===== src/rtl/calc_cmd_driver_if.sv =====
// ---------------------------------------------------------------------------
// calc_cmd_driver_if
//
// Purpose:
//    Bundles the two valid/ready channels of the calculator command driver.
//    The command channel carries accumulator commands into the driver. The
//    response channel carries the resulting accumulator value back out.
//
// Parameters:
//    W          datapath width; must match the driver and the calculator.
//
// Signals:
//    cmd_valid  command present (bus -> driver)
//    cmd_ready  driver can accept a command (driver -> bus)
//    cmd_code   3-bit command code (bus -> driver)
//    cmd_data   W-bit operand D (bus -> driver)
//    rsp_valid  response present (driver -> bus)
//    rsp_ready  consumer accepts the response (bus -> driver)
//    rsp_data   accumulator value after the command (driver -> bus)
//    rsp_ovf    overflow produced by this command (driver -> bus)
//    rsp_err    reserved command code was received (driver -> bus)
//
// Modports:
//    master     the bus / command layer that issues commands
//    slave      the calc_cmd_driver itself
// ---------------------------------------------------------------------------
interface calc_cmd_driver_if #(
   parameter int W = 16
);

   logic          cmd_valid;
   logic          cmd_ready;
   logic [2:0]    cmd_code;
   logic [W-1:0]  cmd_data;

   logic          rsp_valid;
   logic          rsp_ready;
   logic [W-1:0]  rsp_data;
   logic          rsp_ovf;
   logic          rsp_err;

   // The bus side issues commands and consumes responses.
   modport master (
      output cmd_valid,
      output cmd_code,
      output cmd_data,
      input  cmd_ready,
      input  rsp_valid,
      input  rsp_data,
      input  rsp_ovf,
      input  rsp_err,
      output rsp_ready
   );

   // The driver accepts commands and produces responses.
   modport slave (
      input  cmd_valid,
      input  cmd_code,
      input  cmd_data,
      output cmd_ready,
      output rsp_valid,
      output rsp_data,
      output rsp_ovf,
      output rsp_err,
      input  rsp_ready
   );

endinterface


===== src/rtl/calc_cmd_driver.sv =====
// ---------------------------------------------------------------------------
// calc_cmd_driver
//
// Purpose:
//    Sequential command front-end for the team's W-bit combinational
//    calculator. It keeps a W-bit accumulator (ACC), accepts accumulator
//    commands over a valid/ready channel, drives the externally instantiated
//    calculator from registers, captures its result and overflow flag, and
//    returns a response over a second valid/ready channel.
//
//    Each command passes through three states:
//       IDLE  waiting for a command (cmd_ready high)
//       EXEC  the calculator inputs are stable; its result is sampled here
//       RESP  the response is offered until the consumer accepts it
//    With rsp_ready held high this gives one command every three cycles.
//
// Parameters:
//    W      datapath width; must match the attached calculator
//    CNT_W  width of the completed-response counter
//
// Ports:
//    clk         single clock, rising edge
//    rst_n       asynchronous active-low reset
//    bus         command/response channels (calc_cmd_driver_if.slave)
//    ovf_sticky  OR of every rsp_ovf since reset or the last CLR
//    op_count    completed responses, wraps modulo 2^CNT_W
//    calc_op     calculator opcode
//    calc_a      calculator A operand
//    calc_b      calculator B operand
//    calc_r      calculator result (combinational from calc_*)
//    calc_ovf    calculator overflow flag
//
// Command codes (cmd_code):
//    000 ADD   ACC <= ACC + D   (calc 000, A=ACC, B=D)
//    001 SUB   ACC <= ACC - D   (calc 001, A=ACC, B=D)
//    010 RSUB  ACC <= D - ACC   (calc 101, A=ACC, B=D)
//    011 ABS   ACC <= |ACC|     (calc 110, A=ACC, B=0)
//    100 LOAD  ACC <= D
//    101 CLR   ACC <= 0, ovf_sticky <= 0
//    110 READ  ACC unchanged
//    111 reserved: ACC unchanged, rsp_err = 1
// ---------------------------------------------------------------------------
module calc_cmd_driver #(
   parameter int W     = 16,
   parameter int CNT_W = 8
) (
   input  logic             clk,
   input  logic             rst_n,
   calc_cmd_driver_if.slave bus,
   output logic             ovf_sticky,
   output logic [CNT_W-1:0] op_count,
   output logic [2:0]       calc_op,
   output logic [W-1:0]     calc_a,
   output logic [W-1:0]     calc_b,
   input  logic [W-1:0]     calc_r,
   input  logic             calc_ovf
);

   localparam logic [1:0] ST_IDLE = 2'd0;
   localparam logic [1:0] ST_EXEC = 2'd1;
   localparam logic [1:0] ST_RESP = 2'd2;

   localparam logic [2:0] CMD_ADD  = 3'b000;
   localparam logic [2:0] CMD_SUB  = 3'b001;
   localparam logic [2:0] CMD_RSUB = 3'b010;
   localparam logic [2:0] CMD_ABS  = 3'b011;
   localparam logic [2:0] CMD_LOAD = 3'b100;
   localparam logic [2:0] CMD_CLR  = 3'b101;
   localparam logic [2:0] CMD_READ = 3'b110;

   localparam logic [2:0] OP_A_PLUS_B  = 3'b000;
   localparam logic [2:0] OP_A_MINUS_B = 3'b001;
   localparam logic [2:0] OP_B_MINUS_A = 3'b101;
   localparam logic [2:0] OP_ABS_A     = 3'b110;

   logic [1:0]       state_q,      state_d;
   logic [2:0]       code_q,       code_d;
   logic [W-1:0]     data_q,       data_d;
   logic [W-1:0]     acc_q,        acc_d;
   logic [W-1:0]     rsp_data_q,   rsp_data_d;
   logic             rsp_ovf_q,    rsp_ovf_d;
   logic             rsp_err_q,    rsp_err_d;
   logic             ovf_sticky_q, ovf_sticky_d;
   logic [CNT_W-1:0] op_count_q,   op_count_d;
   logic [2:0]       calc_op_q,    calc_op_d;
   logic [W-1:0]     calc_a_q,     calc_a_d;
   logic [W-1:0]     calc_b_q,     calc_b_d;

   logic             cmd_accept;
   logic             rsp_done;
   logic [W-1:0]     exec_acc;
   logic             exec_ovf;
   logic             exec_err;

   // cmd_ready is qualified by rst_n so that no command can be taken while
   // reset is held, even though the state register already reads IDLE.
   assign bus.cmd_ready = rst_n && (state_q == ST_IDLE);
   assign bus.rsp_valid = (state_q == ST_RESP);
   assign bus.rsp_data  = rsp_data_q;
   assign bus.rsp_ovf   = rsp_ovf_q;
   assign bus.rsp_err   = rsp_err_q;

   assign ovf_sticky = ovf_sticky_q;
   assign op_count   = op_count_q;
   assign calc_op    = calc_op_q;
   assign calc_a     = calc_a_q;
   assign calc_b     = calc_b_q;

   assign cmd_accept = bus.cmd_valid && bus.cmd_ready;
   assign rsp_done   = bus.rsp_valid && bus.rsp_ready;

   // Sequencing: IDLE -> EXEC on an accepted command, EXEC -> RESP
   // unconditionally, RESP -> IDLE once the response is taken. Commands
   // presented outside IDLE are simply not acknowledged.
   always_comb begin
      state_d = state_q;
      case (state_q)
         ST_IDLE: begin
            if (cmd_accept) begin
               state_d = ST_EXEC;
            end
         end
         ST_EXEC: begin
            state_d = ST_RESP;
         end
         ST_RESP: begin
            if (rsp_done) begin
               state_d = ST_IDLE;
            end
         end
         default: begin
            state_d = ST_IDLE;
         end
      endcase
   end

   // Command capture. The code and operand are latched on acceptance so the
   // EXEC cycle can finish the command without relying on the bus holding
   // them. The operand is only consumed directly by LOAD; arithmetic
   // commands see it through calc_b.
   always_comb begin
      code_d = code_q;
      data_d = data_q;
      if (cmd_accept) begin
         code_d = bus.cmd_code;
         data_d = bus.cmd_data;
      end
   end

   // Calculator operand registers. They are loaded only for the four
   // arithmetic commands, so the calculator inputs are stable throughout
   // EXEC. For all other commands they keep whatever they held before,
   // since nobody may rely on them outside EXEC.
   always_comb begin
      calc_op_d = calc_op_q;
      calc_a_d  = calc_a_q;
      calc_b_d  = calc_b_q;
      if (cmd_accept) begin
         case (bus.cmd_code)
            CMD_ADD: begin
               calc_op_d = OP_A_PLUS_B;
               calc_a_d  = acc_q;
               calc_b_d  = bus.cmd_data;
            end
            CMD_SUB: begin
               calc_op_d = OP_A_MINUS_B;
               calc_a_d  = acc_q;
               calc_b_d  = bus.cmd_data;
            end
            CMD_RSUB: begin
               calc_op_d = OP_B_MINUS_A;
               calc_a_d  = acc_q;
               calc_b_d  = bus.cmd_data;
            end
            CMD_ABS: begin
               calc_op_d = OP_ABS_A;
               calc_a_d  = acc_q;
               calc_b_d  = '0;
            end
            default: begin
               calc_op_d = calc_op_q;
            end
         endcase
      end
   end

   // Outcome of the latched command as seen during EXEC. Arithmetic commands
   // take the calculator result as-is (wrapped, not saturated) together with
   // its overflow flag; the others never report overflow.
   always_comb begin
      exec_acc = acc_q;
      exec_ovf = 1'b0;
      exec_err = 1'b0;
      case (code_q)
         CMD_ADD, CMD_SUB, CMD_RSUB, CMD_ABS: begin
            exec_acc = calc_r;
            exec_ovf = calc_ovf;
         end
         CMD_LOAD: begin
            exec_acc = data_q;
         end
         CMD_CLR: begin
            exec_acc = '0;
         end
         CMD_READ: begin
            exec_acc = acc_q;
         end
         default: begin
            exec_err = 1'b1;
         end
      endcase
   end

   // Result commit. Everything the response reports is registered at the end
   // of EXEC, so rsp_data/rsp_ovf/rsp_err stay frozen through RESP however
   // long the consumer stalls. CLR wipes the sticky flag instead of ORing.
   always_comb begin
      acc_d        = acc_q;
      rsp_data_d   = rsp_data_q;
      rsp_ovf_d    = rsp_ovf_q;
      rsp_err_d    = rsp_err_q;
      ovf_sticky_d = ovf_sticky_q;
      if (state_q == ST_EXEC) begin
         acc_d      = exec_acc;
         rsp_data_d = exec_acc;
         rsp_ovf_d  = exec_ovf;
         rsp_err_d  = exec_err;
         if (code_q == CMD_CLR) begin
            ovf_sticky_d = 1'b0;
         end else begin
            ovf_sticky_d = ovf_sticky_q | exec_ovf;
         end
      end
   end

   // Completed-response counter; wraps silently at 2^CNT_W.
   always_comb begin
      op_count_d = op_count_q;
      if (rsp_done) begin
         op_count_d = op_count_q + CNT_W'(1);
      end
   end

   // State registers. Reset takes effect immediately and drops any command
   // or response in flight without a handshake.
   always_ff @(posedge clk or negedge rst_n) begin
      if (!rst_n) begin
         state_q      <= ST_IDLE;
         code_q       <= '0;
         data_q       <= '0;
         acc_q        <= '0;
         rsp_data_q   <= '0;
         rsp_ovf_q    <= 1'b0;
         rsp_err_q    <= 1'b0;
         ovf_sticky_q <= 1'b0;
         op_count_q   <= '0;
         calc_op_q    <= '0;
         calc_a_q     <= '0;
         calc_b_q     <= '0;
      end else begin
         state_q      <= state_d;
         code_q       <= code_d;
         data_q       <= data_d;
         acc_q        <= acc_d;
         rsp_data_q   <= rsp_data_d;
         rsp_ovf_q    <= rsp_ovf_d;
         rsp_err_q    <= rsp_err_d;
         ovf_sticky_q <= ovf_sticky_d;
         op_count_q   <= op_count_d;
         calc_op_q    <= calc_op_d;
         calc_a_q     <= calc_a_d;
         calc_b_q     <= calc_b_d;
      end
   end

endmodule


===== src/flat_wrapper.sv =====
// flat-port wrapper written by rule: the top's interface ports become plain ports
module calc_cmd_driver_flat 
#(
   parameter int W     = 16,
   parameter int CNT_W = 8
)
  (clk, rst_n, ovf_sticky, op_count, calc_op, calc_a, calc_b, calc_r, calc_ovf, bus_cmd_valid, bus_cmd_code, bus_cmd_data, bus_cmd_ready, bus_rsp_valid, bus_rsp_data, bus_rsp_ovf, bus_rsp_err, bus_rsp_ready);
  calc_cmd_driver_if #(.W(W)) bus_i ();
  input  logic clk;
  input  logic rst_n;
  output logic ovf_sticky;
  output logic [CNT_W-1:0] op_count;
  output logic [2:0] calc_op;
  output logic [W-1:0] calc_a;
  output logic [W-1:0] calc_b;
  input  logic [W-1:0] calc_r;
  input  logic calc_ovf;
  input wire logic [$bits(bus_i.cmd_valid)-1:0] bus_cmd_valid;
  input wire logic [$bits(bus_i.cmd_code)-1:0] bus_cmd_code;
  input wire logic [$bits(bus_i.cmd_data)-1:0] bus_cmd_data;
  output wire logic [$bits(bus_i.cmd_ready)-1:0] bus_cmd_ready;
  output wire logic [$bits(bus_i.rsp_valid)-1:0] bus_rsp_valid;
  output wire logic [$bits(bus_i.rsp_data)-1:0] bus_rsp_data;
  output wire logic [$bits(bus_i.rsp_ovf)-1:0] bus_rsp_ovf;
  output wire logic [$bits(bus_i.rsp_err)-1:0] bus_rsp_err;
  input wire logic [$bits(bus_i.rsp_ready)-1:0] bus_rsp_ready;
  assign bus_i.cmd_valid = bus_cmd_valid;
  assign bus_i.cmd_code = bus_cmd_code;
  assign bus_i.cmd_data = bus_cmd_data;
  assign bus_cmd_ready = bus_i.cmd_ready;
  assign bus_rsp_valid = bus_i.rsp_valid;
  assign bus_rsp_data = bus_i.rsp_data;
  assign bus_rsp_ovf = bus_i.rsp_ovf;
  assign bus_rsp_err = bus_i.rsp_err;
  assign bus_i.rsp_ready = bus_rsp_ready;
  calc_cmd_driver #(.W(W), .CNT_W(CNT_W)) u_core (.clk(clk), .rst_n(rst_n), .bus(bus_i), .ovf_sticky(ovf_sticky), .op_count(op_count), .calc_op(calc_op), .calc_a(calc_a), .calc_b(calc_b), .calc_r(calc_r), .calc_ovf(calc_ovf));
endmodule

===== config.mk =====
export PLATFORM = sky130hd
export DESIGN_NAME = calc_cmd_driver_flat
export DESIGN_NICKNAME = d
export VERILOG_FILES = /design/src/rtl/calc_cmd_driver_if.sv /design/src/rtl/calc_cmd_driver.sv /design/src/flat_wrapper.sv
export SDC_FILE = /design/constraint.sdc
export NUM_CORES = 1
export LEC_CHECK = 0
export ABC_CLOCK_PERIOD_IN_PS = 1350
export CAP_MARGIN = 20
export CORE_ASPECT_RATIO = 0.7
export CORE_MARGIN = 8
export CORE_UTILIZATION = 43
export CTS_CLUSTER_SIZE = 40
export DETAILED_ROUTE_END_ITERATION = 6
export PLACE_DENSITY_LB_ADDON = 0.2
export SLEW_MARGIN = 5
export SYNTH_ARGS = -nofsm -noshare
export SYNTH_HDL_FRONTEND = slang
export SYNTH_SLANG_ARGS = --single-unit

===== constraint.sdc =====
create_clock -name clk -period 1.35 [get_ports clk]
set_clock_uncertainty 0.05 [all_clocks]
set_input_delay 0.2025 -clock clk [delete_from_list [all_inputs] [get_ports clk]]
set_output_delay 0.2025 -clock clk [all_outputs]
set_load 0.03 [all_outputs]

# --- Word-level counts from Yosys, hierarchy flattened ---
# Index checks and enable logic that the tools add are counted.
op_classes:
  n_eq_ne: 13
  mux: 9
  bitwise_logic: 1
  addsub: 1
  reduce_logical: 18
ops:
  columns: ["op", "n"]
  rows:
  - ["case mux 16 bit (3 select lines)", 1]
  - ["case mux 16 bit (2 select lines)", 1]
  - ["== test 3 x 2 -> 1 bit, second input constant", 4]
  - ["case mux 3 bit (4 select lines)", 1]
  - ["AND reduction 2 bit", 5]
  - ["== test 3 bit, second input constant", 3]
  - ["adder 8 x 1 -> 8 bit, second input constant", 1]
  - ["OR reduction 4 bit", 2]
  - ["OR reduction 7 bit", 1]
  - ["== test 3 x 1 -> 1 bit, second input constant", 2]
  - ["logical NOT 3 bit", 2]
  - ["case mux 2 bit (3 select lines)", 1]
  - ["two-way mux 2 bit", 2]
  - ["nonzero test 4 bit", 1]
  - ["logical AND 1 bit", 3]
  - ["two-way mux 1 bit", 3]
  - ["nonzero test 3 bit", 1]
  - ["OR reduction 3 bit", 1]
  - ["== test 2 x 1 -> 1 bit, second input constant", 1]
  - ["== test 2 bit, second input constant", 1]
  - ["logical NOT 2 bit", 1]
  - ["!= test 2 x 1 -> 1 bit, second input constant", 1]
  - ["!= test 2 bit, second input constant", 1]
  - ["nonzero test 2 bit", 1]
  - ["OR 1 bit", 1]
word_totals:
  output_inout_bits: 64
  register_bits: 83

# --- Depth between registers and ports, before layout ---
depth:
  depth_word: 5
  ltp_mapped: 6
  depth_no_buf: 4

# --- Least setup slack after synthesis ---
# Ideal clock, no wire load.
synth_timing:
  path_type: "register to register"
  from: "reg u_core.state_q[1]"
  to: "reg u_core.calc_a_q[10], in the netlist u_core.calc_a[10]"
  t_arrival_ps: 1323
  path_slack_ps: -148
  stages_incl_launch_ff: 7
  t_required_ps: 1175
  path_cell_list: "dfrtp_1 > nand4bb_1 > inv_2 > nand2b_1 > buf_6 > buf_6 > mux2_4"
synth_via:
  elab_chain_cells: 4
synth_lines:
  columns: ["element", "line_no", "text"]
  rows:
  - ["start: declaration", "calc_cmd_driver.sv:76", "logic [1:0] state_q, state_d;"]
  - ["start signal: assignment", "calc_cmd_driver.sv:261", "state_q <= state_d;"]
  - ["logical NOT 2 bit", "calc_cmd_driver.sv:97", "assign bus.cmd_ready = rst_n && (state_q == ST_IDLE);"]
  - ["logical AND 1 bit", "calc_cmd_driver.sv:97", null]
  - ["logical AND 1 bit", "calc_cmd_driver.sv:109", "assign cmd_accept = bus.cmd_valid && bus.cmd_ready;"]
  - ["AND reduction 2 bit (no source line)", null, null]
  - ["end signal: assignment", "calc_cmd_driver.sv:271", "calc_a_q <= calc_a_d;"]
  - ["end: declaration", "calc_cmd_driver.sv:86", "logic [W-1:0] calc_a_q, calc_a_d;"]
# Every way passes these cells.
# A chain may end at the register's enable or synchronous reset.

# --- Final worst setup path ---
layout_timing:
  from: "reg u_core.state_q[1]"
  to: "out bus_cmd_ready"
layout_via:
  elab_chain_cells: 2
layout_lines:
  columns: ["element", "line_no", "text"]
  rows:
  - ["logical NOT 2 bit", "calc_cmd_driver.sv:97", null]
  - ["logical AND 1 bit", "calc_cmd_driver.sv:97", null]
  - ["end: declaration", "flat_wrapper.sv:21", "output wire logic [$bits(bus_i.cmd_ready)-1:0] bus_cmd_ready;"]
# Every way passes these cells.

==> results.py <==
metrics = {
    "detailed_routing": {
        "vias": 2937,
        "wl_per_cell_um": 17.3,
        "first_iter_violations": 203,
        "vias_per_cell": 5.02,
        "drcViolationCount": 0,
        "dr.pass1.iters": 4,
        "ant_nets": 0,
        "finalWirelength_mm": 10.1,
    },
    "die": {
        "die-area_mm2": 0.0117,
        "num_io_pins": 104,
        "design.core.area_mm2": 0.00834,
        "die_h_um": 92.9,
        "start_util_pct": 43.6,
        "num_rows": 28,
        "dieWidth_um": 126,
    },
    "sta": {
        "clock.fmax_mhz": 626,
        "setup_viol": 56,
        "grt_setup_unrepaired": "true",
        "finalCritPeriodShare_pct": 118,
        "holdWs_ns": 0.0383,
        "slew_headroom_pct": 46.9,
        "fin_crit_ns": 1.60,
        "timing.final.ws_setup_ns": -0.249,
        "worst_pin_slew_ns": 0.797,
        "setup_tns_ns": -8.50,
        "hold_viol": 0,
        "finalMaxSlewViolations": 0,
    },
    "critical_path": {
        "critPathMaxStageDelay_ns": 0.40,
        "crit_path_end_kind": "primary output",
        "cp_num_buf_inv": 3,
        "crit-reg2reg-launch": "u_core.state_q[1]",
        "r2r-end": "u_core.calc_a[11]",
        "crit_family": "flip-flops",
        "required_ns": 1.10,
        "arrival_ns": 1.35,
        "worstPathCellList": "buf_6, buf_6, nor3b_4, buf_6",
        "slowest_stage": "dfrtp_1",
        "reg2reg_depth": 6,
        "cp_max_fo": 3,
        "reg2reg_slack_ns": -0.22,
        "startpoint_type": "flip-flop",
        "critical-path-top-cell-by-count": "buf_6",
        "critPathKind": "reg -> out",
    },
    "synth": {
        "synth_edf_count": 0,
        "synth_top_family_by_area": "simple AND/OR/NAND/NOR gates",
        "ys_seq_elements": 83,
        "syn_area_per_cell_um2": 10.7,
        "async_flop_share_pct": 100,
        "synth_compound_area_share_pct": 8.47,
        "synth_simple_gate_area_share_pct": 15.6,
        "yosysSeqAreaShare_pct": 57.2,
        "synth_area_mm2": 0.00363,
        "synthFlopType": "dfrtp_1",
        "synth_fp_nets": 380,
        "synth_xor_area_share_pct": 1.93,
        "ys_warn_count": 0,
        "synthDistinctLibCells": 28,
        "yosys-mux-area-fraction_pct": 11.2,
        "synthCells": 339,
        "synth-adder-area-share_pct": 0.344,
    },
    "placement": {
        "hpwl_mm": 6.87,
        "portBuffers": 103,
        "dp_slack_ns": -0.359,
        "dp.cells": 558,
        "gp_congestion": 0.747,
    },
    "grt": {
        "grt_max_degree": 64,
        "grt_pass1_wl_mm": 16.2,
        "antenna_found_initial": 0,
        "grt_use_total_pct": 17.6,
        "grt_pass1_vias": 2986,
        "grt.overflow.total": 0,
    },
    "clock_tree": {
        "clock_latency_ns": 0.33,
        "clockBufferDepth": 2,
        "htreeDepth": 3,
        "root_buffer": "clkbuf_16",
        "tritoncts.num_buffers": 9,
        "cts_tree": "built",
        "cts.sinks": 83,
        "clk_pin_slew_ns": 0.06,
    },
    "finish": {
        "antenna_cells": 0,
        "drive_gt1_share_pct": 31.5,
        "final_util_pct": 67.3,
        "fin_nets": 516,
        "areaGrowthSynthToFinish_pct": 54.4,
        "stdcell_count": 585,
    },
    "status": {
        "violations": "negative setup slack",
        "status": "finished, violations left",
    },
    "pwr": {
        "p_leak_nw": 2.68,
        "powerDensity_mw_per_mm2": 2090,
        "ir_drop_mv": 0.959,
    },
    "run": {
        "drv_cap": 0,
    },
    "worst_hold_path": {
        "hp-class": "in -> async",
    },
}
==> routing by layer <==
metal	global-route usage, %	share of wire (%)	up-vias
met5	0	0	-
met2	25.9	44	94
li1	-	-	1415
met3	7.34	7.8	9
met4	4.79	0.97	0
met1	23.6	48	1419
==> worst reg2reg max path: stages (launching register included) <==
cell       delay [ns]
dfrtp_1          0.40
buf_4            0.15
nand4bb_4        0.20
inv_2            0.11
nand2b_4         0.08
buf_12           0.16
mux2_4           0.31
==> layout by cell type, fill, tap and decap left out, types with 14 or more instances in the layout <==
master | Yosys | layout
clkbuf_2 | 0 | 20
inv_1 | 20 | 20
nand2_1 | 75 | 74
nor4bb_1 | 16 | 16
buf_4 | 0 | 33
a21oi_1 | 17 | 17
clkdlybuf4s50_1 | 0 | 38
dfrtp_1 | 83 | 83
o21ai_2 | 0 | 15
o21ai_1 | 0 | 22
clkdlybuf4s15_1 | 0 | 15
mux2_4 | 12 | 14
mux2i_1 | 16 | 16
==> cells in the mapped netlist, drive strengths merged (2+ instances only) <==
master,count,area [µm²]
inv,21,78.8
mux2,18,248
nor3,2,10.0
buf,7,60.1
a21oi,18,101
mux2i,16,160
o21ai,40,200
xor2,4,35.0
xnor2,4,35.0
nand2,75,282
nand3,2,10.0
nand2b,6,37.5
dfrtp,83,2080
nor4bb,16,160
clkbuf,14,52.6
nor2,5,18.8
==> per-stage QoR <==
stage	power (mW)	area, µm²
detailed placement	8.97	5000
floorplan	6.59	3640
finish	11.7	5610
global route	12.3	5610
CTS	11.8	5620
global placement	8.86	5000
==> final cells by class <==
| type | count | area [µm²] |
|---|---|---|
| Multi-Input combinational cell | 214 | 1510 |
| Tap cell | 105 | 131 |
| Inverter | 21 | 78.8 |
| Timing Repair Buffer | 146 | 1470 |
| Clock inverter | 4 | 97.6 |
| Clock buffer | 12 | 246 |
| Sequential cell | 83 | 2080 |
| Fill cell | 677 | 2730 |
==> how the worst max path moves through the flow <==
stage	slack, ns	endpoint	startpoint	cells past startpoint
2_1_floorplan	-0.13	u_core.calc_a[10]	u_core.state_q[0]	6
3_3_place_gp	-0.29	u_core.calc_a[8]	bus_cmd_valid	6
3_5_place_dp	-0.36	u_core.calc_b[7]	bus_cmd_valid	7
4_1_cts	-0.25	bus_cmd_ready	u_core.state_q[1]	4
5_1_grt	-0.27	bus_cmd_ready	u_core.state_q[1]	4
6_report	-0.25	bus_cmd_ready	u_core.state_q[1]	4
==> power by group <==
| part | switching (mW) | internal [mW] |
|---|---|---|
| clock | 0.959 | 1.86 |
| combinational | 2.76 | 2.16 |
| sequential | 0.638 | 3.34 |
==> logic make-up (layout without fill, tap and decap cells) <==
| family | after synthesis | count (layout) |
|---|---|---|
| adders and majority gates | 1 | 1 |
| xor gates and xnor gates | 8 | 8 |
| and+or+nand+nor | 112 | 112 |
| muxes | 34 | 34 |
| AOI/OAI and AO/OA | 59 | 59 |
| DFF | 83 | 83 |
| buffers and inverters | 42 | 183 |
==> sequential cells by signal (all words and copies together) (netlist names) <==
register	flops
u_core.state_q	2
u_core.acc_q	16
u_core.ovf_sticky	1
u_core.calc_op	3
u_core.code_q	3
u_core.bus.rsp_err	1
u_core.data_q	16
u_core.calc_b	16
u_core.bus.rsp_ovf	1
u_core.op_count	8
u_core.calc_a	16
==> repair_timing <==
| action | CTS | global route |
|---|---|---|
| setup buffers | 6 | 3 |
| resized for setup | 156 | 62 |
| cloned | 3 | 0 |
| hold buffers | 1 | 0 |
| hold endpoints to repair | 20 | 0 |
| endpoints found under the setup margin | 101 | 106 |
| pin swaps | 4 | 5 |
(Power assumes the default switching activity.)
